$ cat src/rtl/ssd_scan_driver.sv
// N-digit multiplexed seven-segment driver with a serial double-dabble
// binary-to-BCD converter, signed/hex display, blanking and overflow flag.
//
// Ports:
//   clk, rst      board clock, synchronous active-high reset
//   value         number to display (DATA_W bits)
//   load          capture strobe, taken only while busy=0
//   hex_mode      1 = hex, 0 = decimal (sampled with load)
//   signed_mode   1 = two's complement decimal (sampled with load)
//   busy          conversion in progress
//   ovf           displayed value does not fit in DIGITS
//   an            one-hot digit enable
//   seg           segments {g,f,e,d,c,b,a}
module ssd_scan_driver #(
  parameter int DIGITS      = 4,
  parameter int DATA_W      = 16,
  parameter int REFRESH_DIV = 100000,
  parameter bit ACTIVE_LOW  = 1'b1
) (
  input  logic              clk,
  input  logic              rst,
  input  logic [DATA_W-1:0] value,
  input  logic              load,
  input  logic              hex_mode,
  input  logic              signed_mode,
  output logic              busy,
  output logic              ovf,
  output logic [DIGITS-1:0] an,
  output logic [6:0]        seg
);

  localparam int CW = $clog2(DATA_W + 1);
  localparam int RW = (REFRESH_DIV > 1) ? $clog2(REFRESH_DIV) : 1;
  localparam int IW = (DIGITS > 1) ? $clog2(DIGITS) : 1;
  localparam int NW = 4 * DIGITS;

  localparam logic [6:0] G_ZERO  = 7'b0111111;
  localparam logic [6:0] G_DASH  = 7'b1000000;
  localparam logic [6:0] G_BLANK = 7'b0000000;

  localparam logic [DIGITS-1:0] AN0 = DIGITS'(1);
  localparam logic [DIGITS-1:0] AN_RST = ACTIVE_LOW ? ~AN0 : AN0;
  localparam logic [6:0] SEG_RST = ACTIVE_LOW ? ~G_ZERO : G_ZERO;

  typedef enum logic [1:0] {
    S_IDLE,
    S_SHIFT,
    S_DONE
  } state_t;

  state_t            state_q, state_d;
  logic              busy_q, busy_d;
  logic [CW-1:0]     cnt_q, cnt_d;
  logic [DATA_W-1:0] mag_q, mag_d;
  logic [39:0]       bcd_q, bcd_d;
  logic              neg_q, neg_d;
  logic [NW-1:0]     disp_q, disp_d;
  logic              dneg_q, dneg_d;
  logic              dhex_q, dhex_d;
  logic              ovf_q, ovf_d;
  logic [RW-1:0]     rcnt_q, rcnt_d;
  logic [IW-1:0]     idx_q, idx_d;
  logic [DIGITS-1:0] an_q, an_d;
  logic [6:0]        seg_q, seg_d;

  logic [39:0]          bcd_adj;
  logic [NW+DATA_W-1:0] val_ext;
  int                   done_k;
  int                   disp_k;
  int                   idx_i;
  logic [3:0]           nib;
  logic [6:0]           seg_hi;
  logic [DIGITS-1:0]    an_hi;

  function automatic logic [6:0] glyph(input logic [3:0] n);
    logic [6:0] g;
    case (n)
      4'h0:    g = 7'b0111111;
      4'h1:    g = 7'b0000110;
      4'h2:    g = 7'b1011011;
      4'h3:    g = 7'b1001111;
      4'h4:    g = 7'b1100110;
      4'h5:    g = 7'b1101101;
      4'h6:    g = 7'b1111101;
      4'h7:    g = 7'b0000111;
      4'h8:    g = 7'b1111111;
      4'h9:    g = 7'b1101111;
      4'hA:    g = 7'b1110111;
      4'hB:    g = 7'b1111100;
      4'hC:    g = 7'b0111001;
      4'hD:    g = 7'b1011110;
      4'hE:    g = 7'b1111001;
      default: g = 7'b1110001;
    endcase
    return g;
  endfunction

  // Converter FSM and display buffer
  always_comb begin
    state_d = state_q;
    cnt_d   = cnt_q;
    mag_d   = mag_q;
    bcd_d   = bcd_q;
    neg_d   = neg_q;
    disp_d  = disp_q;
    dneg_d  = dneg_q;
    dhex_d  = dhex_q;
    ovf_d   = ovf_q;
    val_ext = {{NW{1'b0}}, value};
    bcd_adj = bcd_q;
    done_k  = 1;

    for (int i = 0; i < 10; i++) begin
      if (bcd_q[4*i +: 4] >= 4'd5)
        bcd_adj[4*i +: 4] = bcd_q[4*i +: 4] + 4'd3;
      if (bcd_q[4*i +: 4] != 4'd0)
        done_k = i + 1;
    end

    case (state_q)
      S_IDLE: begin
        if (load && hex_mode) begin
          disp_d = val_ext[NW-1:0];
          dneg_d = 1'b0;
          dhex_d = 1'b1;
          ovf_d  = 1'b0;
        end else if (load) begin
          if (signed_mode && value[DATA_W-1]) begin
            mag_d = ~value + DATA_W'(1);
            neg_d = 1'b1;
          end else begin
            mag_d = value;
            neg_d = 1'b0;
          end
          bcd_d   = '0;
          cnt_d   = CW'(DATA_W);
          state_d = S_SHIFT;
        end
      end
      S_SHIFT: begin
        {bcd_d, mag_d} = {bcd_adj, mag_q} << 1;
        cnt_d = cnt_q - CW'(1);
        if (cnt_q == CW'(1))
          state_d = S_DONE;
      end
      S_DONE: begin
        disp_d  = bcd_q[NW-1:0];
        dneg_d  = neg_q;
        dhex_d  = 1'b0;
        // A minus sign needs one extra digit position
        ovf_d   = (done_k > DIGITS) ||
                  (neg_q && (done_k > DIGITS - 1));
        state_d = S_IDLE;
      end
      default: state_d = S_IDLE;
    endcase

    busy_d = (state_d != S_IDLE);
  end

  // Scan counter, glyph selection and registered outputs
  always_comb begin
    rcnt_d = rcnt_q + RW'(1);
    idx_d  = idx_q;
    if (rcnt_q == RW'(REFRESH_DIV - 1)) begin
      rcnt_d = '0;
      if (idx_q == IW'(DIGITS - 1))
        idx_d = '0;
      else
        idx_d = idx_q + IW'(1);
    end

    disp_k = 1;
    for (int i = 0; i < DIGITS; i++) begin
      if (disp_q[4*i +: 4] != 4'd0)
        disp_k = i + 1;
    end

    idx_i = int'(idx_q);
    nib   = disp_q[4*idx_i +: 4];

    if (ovf_q)
      seg_hi = G_DASH;
    else if (dhex_q)
      seg_hi = glyph(nib);
    else if (idx_i == 0 || idx_i < disp_k)
      seg_hi = glyph(nib);
    else if (dneg_q && idx_i == disp_k)
      seg_hi = G_DASH;
    else
      seg_hi = G_BLANK;

    an_hi        = '0;
    an_hi[idx_q] = 1'b1;

    an_d  = ACTIVE_LOW ? ~an_hi : an_hi;
    seg_d = ACTIVE_LOW ? ~seg_hi : seg_hi;
  end

  always_ff @(posedge clk) begin
    if (rst) begin
      state_q <= S_IDLE;
      busy_q  <= 1'b0;
      cnt_q   <= '0;
      mag_q   <= '0;
      bcd_q   <= '0;
      neg_q   <= 1'b0;
      disp_q  <= '0;
      dneg_q  <= 1'b0;
      dhex_q  <= 1'b0;
      ovf_q   <= 1'b0;
      rcnt_q  <= '0;
      idx_q   <= '0;
      an_q    <= AN_RST;
      seg_q   <= SEG_RST;
    end else begin
      state_q <= state_d;
      busy_q  <= busy_d;
      cnt_q   <= cnt_d;
      mag_q   <= mag_d;
      bcd_q   <= bcd_d;
      neg_q   <= neg_d;
      disp_q  <= disp_d;
      dneg_q  <= dneg_d;
      dhex_q  <= dhex_d;
      ovf_q   <= ovf_d;
      rcnt_q  <= rcnt_d;
      idx_q   <= idx_d;
      an_q    <= an_d;
      seg_q   <= seg_d;
    end
  end

  assign busy = busy_q;
  assign ovf  = ovf_q;
  assign an   = an_q;
  assign seg  = seg_q;

endmodule

$ cat config.mk
export PLATFORM = sky130hd
export DESIGN_NAME = ssd_scan_driver
export DESIGN_NICKNAME = d
export VERILOG_FILES = /design/src/rtl/ssd_scan_driver.sv
export SDC_FILE = /design/constraint.sdc
export NUM_CORES = 1
export LEC_CHECK = 0
export CORE_MARGIN = 10
export CORE_UTILIZATION = 55
export CTS_CLUSTER_DIAMETER = 40
export DETAILED_ROUTE_END_ITERATION = 7
export PLACE_DENSITY_LB_ADDON = 0.25
export SLEW_MARGIN = 25
export SYNTH_ARGS = -nofsm -noshare
export SYNTH_HDL_FRONTEND = slang
export SYNTH_SLANG_ARGS = --single-unit
$ cat constraint.sdc
create_clock -name clk -period 6.21 [get_ports clk]
set_input_delay 0.621 -clock clk [delete_from_list [all_inputs] [get_ports clk]]
set_output_delay 0.621 -clock clk [all_outputs]
set_load 0.01 [all_outputs]
==> results of run 1 <==
## worst max-delay path, delay by kind of cell, from the launching register on
family | cells | cell delay, ns
compound gates | 4 | 0.66
flops | 1 | 0.68
fa+ha+maj | 1 | 0.36
mux | 1 | 0.75
## per-layer routing
layer / share of wire (%) / GRT usage [%]
met2: 48 / 30.6
met4: 2.0 / 7.75
met5: 0 / 0
met1: 44 / 22.3
met3: 5.7 / 4.98
## per-stage QoR
step	worst slack, ns	hold WS, ns	cell area, µm²	power (W)
5_1_grt	3.46	0.473	7030	0.00203
2_1_floorplan	4.12	0.413	6040	0.000918
4_1_cts	3.69	0.447	7020	0.00197
3_5_place_dp	3.37	0.439	6420	0.000984
6_report	3.63	0.447	7030	0.00196
3_3_place_gp	3.48	0.427	6410	0.000977
## power breakdown
group / switching (W) / leakage [nW] / internal (W)
logic: 0.000118 / 1.41 / 0.0000749
clock network: 0.000338 / 0.297 / 0.000650
registers: 0.0000203 / 0.928 / 0.000761
## worst paths after layout
path,to,cells after the start
hold / removal,rcnt_q[0]$_SDFF_PP0_,1
setup / recovery,seg[0]$_SDFF_PP0_,6
setup reg to reg,seg[0]$_SDFF_PP0_,6
hold reg to reg,rcnt_q[0]$_SDFF_PP0_,1
## layout make-up
cell class	instances	area [µm²]	area share, %
clock buffers	22	473	6.73
clock inverters	10	130	1.85
inverters	36	135	1.92
multi-input cells	537	3480	49.5
flip-flops and latches	114	2280	32.5
well taps	140	175	2.49
repair buffers	37	355	5.06
## sequential cells by signal, summed over array words and instances (netlist names)
register and cells:
dhex_q 1, rcnt_q 17, busy 1, bcd_q 40, seg 7, an 4
state_q 2, ovf 1, mag_q 16, idx_q 2, disp_q 16, dneg_q 1
cnt_q 5, neg_q 1
## cell families after synthesis
family / synth area share [%]
xor gates and xnor gates: 6.67
muxes: 3.38
DFF: 37.8
adders and majority gates: 7.46
and+or+nand+nor: 21.5
AOI/OAI and AO/OA: 18.3
buffers and inverters: 4.93
## placed cells by master, fill, tap and decap left out, drive strengths merged, types with 4 or more instances in the layout
cell,count
mux2,4
dfxtp,114
a32oi,10
or4,4
inv,36
a2111oi,11
a21oi,46
nor2,106
a22oi,14
clkdlybuf4s50,32
clkbuf,22
nor2b,6
buf,5
a31oi,8
ha,36
nand4,6
nand2b,17
and3,5
nand2,68
nor3,19
a21o,12
xor2,12
nand3,20
o21ai,25
a211oi,6
xnor2,34
clkinv,5
a311oi,12
nor4,9
o211ai,9
mux2i,8
==> impl_metrics.py, run 1 <==
metrics = {
    "layout": {
        "layout.nets": 800,
        "area_growth_pct": 16.4,
        "drive_above_1_share_pct": 6.75,
        "n_fill_cell": 905,
        "fin_cells": 896,
        "diodes": 0,
        "fin_util_pct": 65.1,
    },
    "critical_path": {
        "crit_start": "idx_q[0]$_SDFFE_PP0P_",
        "cp_cell_sequence": "mux4_1 -> ha_1 -> o31ai_1 -> a21oi_1 -> o22ai_1 -> a21oi_1",
        "slowest_stage": "mux4_1",
        "crit_required_ns": 6.59,
        "r2r_start": "idx_q[0]$_SDFFE_PP0P_",
        "startpoint_type": "register",
        "critPathKind": "register to register",
        "crit_arrival_ns": 2.96,
        "critPathMostFrequentCell": "a21oi_1",
        "rrSetupSlack_ns": 3.63,
        "worstPathMaxFanout": 12,
        "cp-end-kind": "register",
        "cp_slowest_stage_delay_ns": 0.75,
    },
    "global_route": {
        "grt-ovfl-total": 0,
        "grt_pass1_wl_um": 24700,
        "grt_start_max_net_pins": 70,
        "grt_usage_pct": 18.6,
        "grt_pass1_vias": 5119,
        "grt_antenna_before_repair": 0,
    },
    "clocking": {
        "post_cts_buffers": 0,
        "cts_hold_buf": 0,
        "cts_buffer_depth": 2,
        "htreeDepth": 4,
        "cts_root_buf": "clkbuf_8",
        "cts.sinks": 114,
        "clk_latency_ns": 0.52,
        "postCtsResizedCells": 0,
        "cts_tree": "done",
        "clk_pin_slew_ns": 0.06,
        "cts_inserted_buffers": 17,
    },
    "run_status": {
        "outcome": "completed",
    },
    "sta": {
        "period_share_pct": 41.6,
        "finalClockSkew_ns": 0.00889,
        "worst_slew_pin_slew_ns": 0.790,
        "tns_ns": 0,
        "rsz0062_at_grt": "false",
        "hold_violations": 0,
        "drv_slew": 0,
        "relSlewSlack_pct": 47.4,
        "setup_viol": 0,
        "min_period_ns": 2.58,
        "maxClockFrequency_ghz": 0.387,
    },
    "worst_hold_path": {
        "worstHoldStart": "rcnt_q[0]$_SDFF_PP0_",
        "min_path_type": "register to register",
    },
    "place": {
        "dp_hpwl_um": 9820,
        "port_buffers": 33,
        "gp_congestion": 0.892,
        "post-place-cells": 864,
    },
    "synthesis": {
        "synth_area_mm2": 0.00604,
        "synth_cell_type_count": 55,
        "synthTopCellsByCount": "dfxtp_1, nor2_1, nand2_1, a21oi_1",
        "synth_top_cell_by_area": "dfxtp_1",
        "postSynthCellCount": 725,
        "yosysSeqAreaShare_pct": 37.8,
        "synth_nets": 782,
        "synth.avg_cell_area_um2": 8.33,
        "synthFlopType": "dfxtp_1",
        "synthArstFlopShare_pct": 0,
        "synth_seq_cells": 114,
        "synth.area.top_cells": "dfxtp_1, ha_1, nor2_1, xnor2_1, nand2_1",
        "synth_edf_count": 0,
        "synth_most_common_cell": "dfxtp_1",
        "yosysTopAreaCellShare_pct": 37.8,
        "yosys_warnings": 0,
    },
    "power": {
        "peakVddDrop_mv": 0.212,
        "powerDensity_mw_per_mm2": 279,
        "leakage_nw": 2.64,
    },
    "floorplanning": {
        "die_area_mm2": 0.0156,
        "die_h_um": 125,
        "start_util_pct": 55.9,
        "rows": 38,
        "core_area_mm2": 0.0108,
        "boundaryPins": 34,
        "die_w_um": 125,
    },
    "detailed_routing": {
        "remaining_drc_errors": 0,
        "viasPerCell": 5.92,
        "routed_wl_um": 14600,
        "wl_per_cell_um": 16.2,
        "firstDrtPassIters": 7,
        "ant_nets": 0,
        "drtIter0Drc": 400,
        "vias": 5305,
    },
    "run": {
        "drv_cap": 0,
    },
}
Note: power is estimated with default switching activity, not from simulation.
==> run 2, diff against run 1 <==
CORE_UTILIZATION = 54   (was 55)
clock period = 2.2 ns   (was 6.21 ns; I/O delays follow)
==> impl_metrics.py, run 2 (synthesis results as in run 1) <==
metrics = {
    "power": {
        "leakage_nw": 2.74,
        "p_total_w": 0.00543,
        "powerDensity_mw_per_mm2": 755,
        "peakVddDrop_mv": 0.746,
    },
    "floorplanning": {
        "die_area_mm2": 0.0158,
        "start_util_pct": 55.5,
        "die_h_um": 126,
        "core_area_mm2": 0.0109,
        "rows": 38,
        "boundaryPins": 34,
        "die_w_um": 126,
    },
    "sta": {
        "finalClockSkew_ns": 0.00700,
        "maxClockFrequency_ghz": 0.486,
        "min_period_ns": 2.06,
        "worst_slew_pin_slew_ns": 0.534,
        "hold_violations": 0,
        "drv_slew": 0,
        "setup_viol": 0,
        "relSlewSlack_pct": 64.4,
        "period_share_pct": 93.6,
        "layout_setup_ws_ns": 0.141,
    },
    "critical_path": {
        "critPathKind": "register to register",
        "startpoint_type": "register",
        "critical_path.n_buffers_inverters": 0,
        "reg2regPathDepth": 7,
        "cp_slowest_stage_delay_ns": 0.57,
        "cp_cell_sequence": "or4_4 -> a21o_1 -> ha_4 -> a21oi_2 -> nor4_4 -> a41oi_1 -> a2bb2oi_1",
        "critical_path.top_delay_family": "simple AND/OR/NAND/NOR gates",
        "rrSetupSlack_ns": 0.14,
        "slowest_stage": "or4_4",
        "crit_arrival_ns": 2.46,
        "worstPathMaxFanout": 3,
        "reg2reg_to": "seg[6]$_SDFF_PP1_",
        "cp-end-kind": "register",
        "r2r_start": "disp_q[12]$_SDFFE_PP0P_",
        "crit_required_ns": 2.61,
    },
    "global_route": {
        "grt_antenna_before_repair": 0,
        "grt_start_max_net_pins": 33,
        "grt-ovfl-total": 0,
        "grt.met2_usage_pct": 31.4,
        "grt_pass1_vias": 5097,
        "grt_use_met1_pct": 21.7,
        "busiest_layer": "met2",
        "use_met3_pct": 4.74,
        "grt_usage_pct": 18.5,
        "grt_pass1_wl_um": 24800,
    },
    "place": {
        "port_buffers": 33,
        "placed_area_mm2": 0.00659,
        "preCtsSetupSlack_ns": -0.0478,
        "dp_hpwl_um": 10500,
        "gp_congestion": 0.883,
        "post-place-cells": 888,
    },
    "clocking": {
        "cts_root_buf": "clkbuf_8",
        "cts_hold_buf": 0,
        "cts_buffer_depth": 2,
        "clk_latency_ns": 0.53,
        "cts_tree": "done",
        "cts.sinks": 114,
        "cts_inserted_buffers": 17,
        "htreeDepth": 4,
        "post_cts_buffers": 0,
        "clk_pin_slew_ns": 0.05,
    },
    "run_status": {
        "outcome": "completed",
    },
    "layout": {
        "diodes": 0,
        "regMostFlops": "bcd_q",
        "area_growth_pct": 19.1,
        "mostFrequentLayoutCells": "dfxtp_1, nor2_1, nand2_1",
        "fin_cells": 918,
        "final_common_cell": "dfxtp_1",
        "drive_above_1_share_pct": 9.90,
        "reg_top3": "bcd_q x40, rcnt_q x17",
        "largest_reg_flops": 40,
        "n_fill_cell": 836,
        "layout.nets": 824,
        "fin_area_mm2": 0.00719,
    },
    "run": {
        "drv_cap": 0,
    },
    "detailed_routing": {
        "routed_wl_um": 14900,
        "vias": 5391,
        "wl_per_cell_um": 16.2,
        "firstDrtPassIters": 5,
        "drtIter0Drc": 479,
        "ant_nets": 0,
        "remaining_drc_errors": 0,
        "viasPerCell": 5.87,
    },
    "worst_hold_path": {
        "whs_path_depth": 2,
        "min_path_type": "input pin to register",
        "min_to": "an[0]$_SDFF_PP0_",
        "worstHoldStart": "rst",
    },
}
## run 2: cell type report
class	instances	area [µm²]	share of cell area, %
Clock inverter	5	75.1	1.04
Sequential cell	114	2280	31.8
Inverter	36	135	1.88
Timing Repair Buffer	61	536	7.45
Tap cell	140	175	2.44
Clock buffer	25	494	6.87
Multi-Input combinational cell	537	3490	48.6
## run 2: layer usage
metal  vias up  wire length, µm
met4         0              348
met1      2549             6550
met2       162             7330
met5         -                0
met3        36              673
li1       2644                -
## run 2: power breakdown
| part | internal, W | switching [W] | total [W] |
|---|---|---|---|
| registers | 0.00215 | 0.0000565 | 0.00221 |
| clock network | 0.00174 | 0.000894 | 0.00263 |
| logic | 0.000247 | 0.000343 | 0.000590 |
## run 2: metrics by stage
stage | TNS, ns | utilization (%) | hold WS [ns]
floorplan | 0 | - | 0.368
global placement | 0 | 60.5 | 0.424
detailed placement | -0.0478 | 60.5 | 0.432
CTS | 0 | 65.8 | 0.131
global route | -0.00308 | 66.1 | 0.160
finish | 0 | 66.1 | 0.146
## run 2: worst max-delay path by stage
stage / start / to / depth (start not counted)
floorplan: idx_q[0]$_SDFFE_PP0P_ / seg[4]$_SDFF_PP0_ / 6
CTS: idx_q[0]$_SDFFE_PP0P_ / seg[3]$_SDFF_PP0_ / 7
global placement: disp_q[12]$_SDFFE_PP0P_ / seg[5]$_SDFF_PP0_ / 7
global route: disp_q[12]$_SDFFE_PP0P_ / seg[6]$_SDFF_PP1_ / 7
detailed placement: value[0] / mag_q[8]$_SDFFE_PP0P_ / 8
finish: disp_q[12]$_SDFFE_PP0P_ / seg[6]$_SDFF_PP1_ / 7
## run 2: repair_timing
action / CTS / global route
endpoints found under the setup margin: 1 / 7
hold endpoints to repair: 0 / 0
resized for setup: 1 / 7
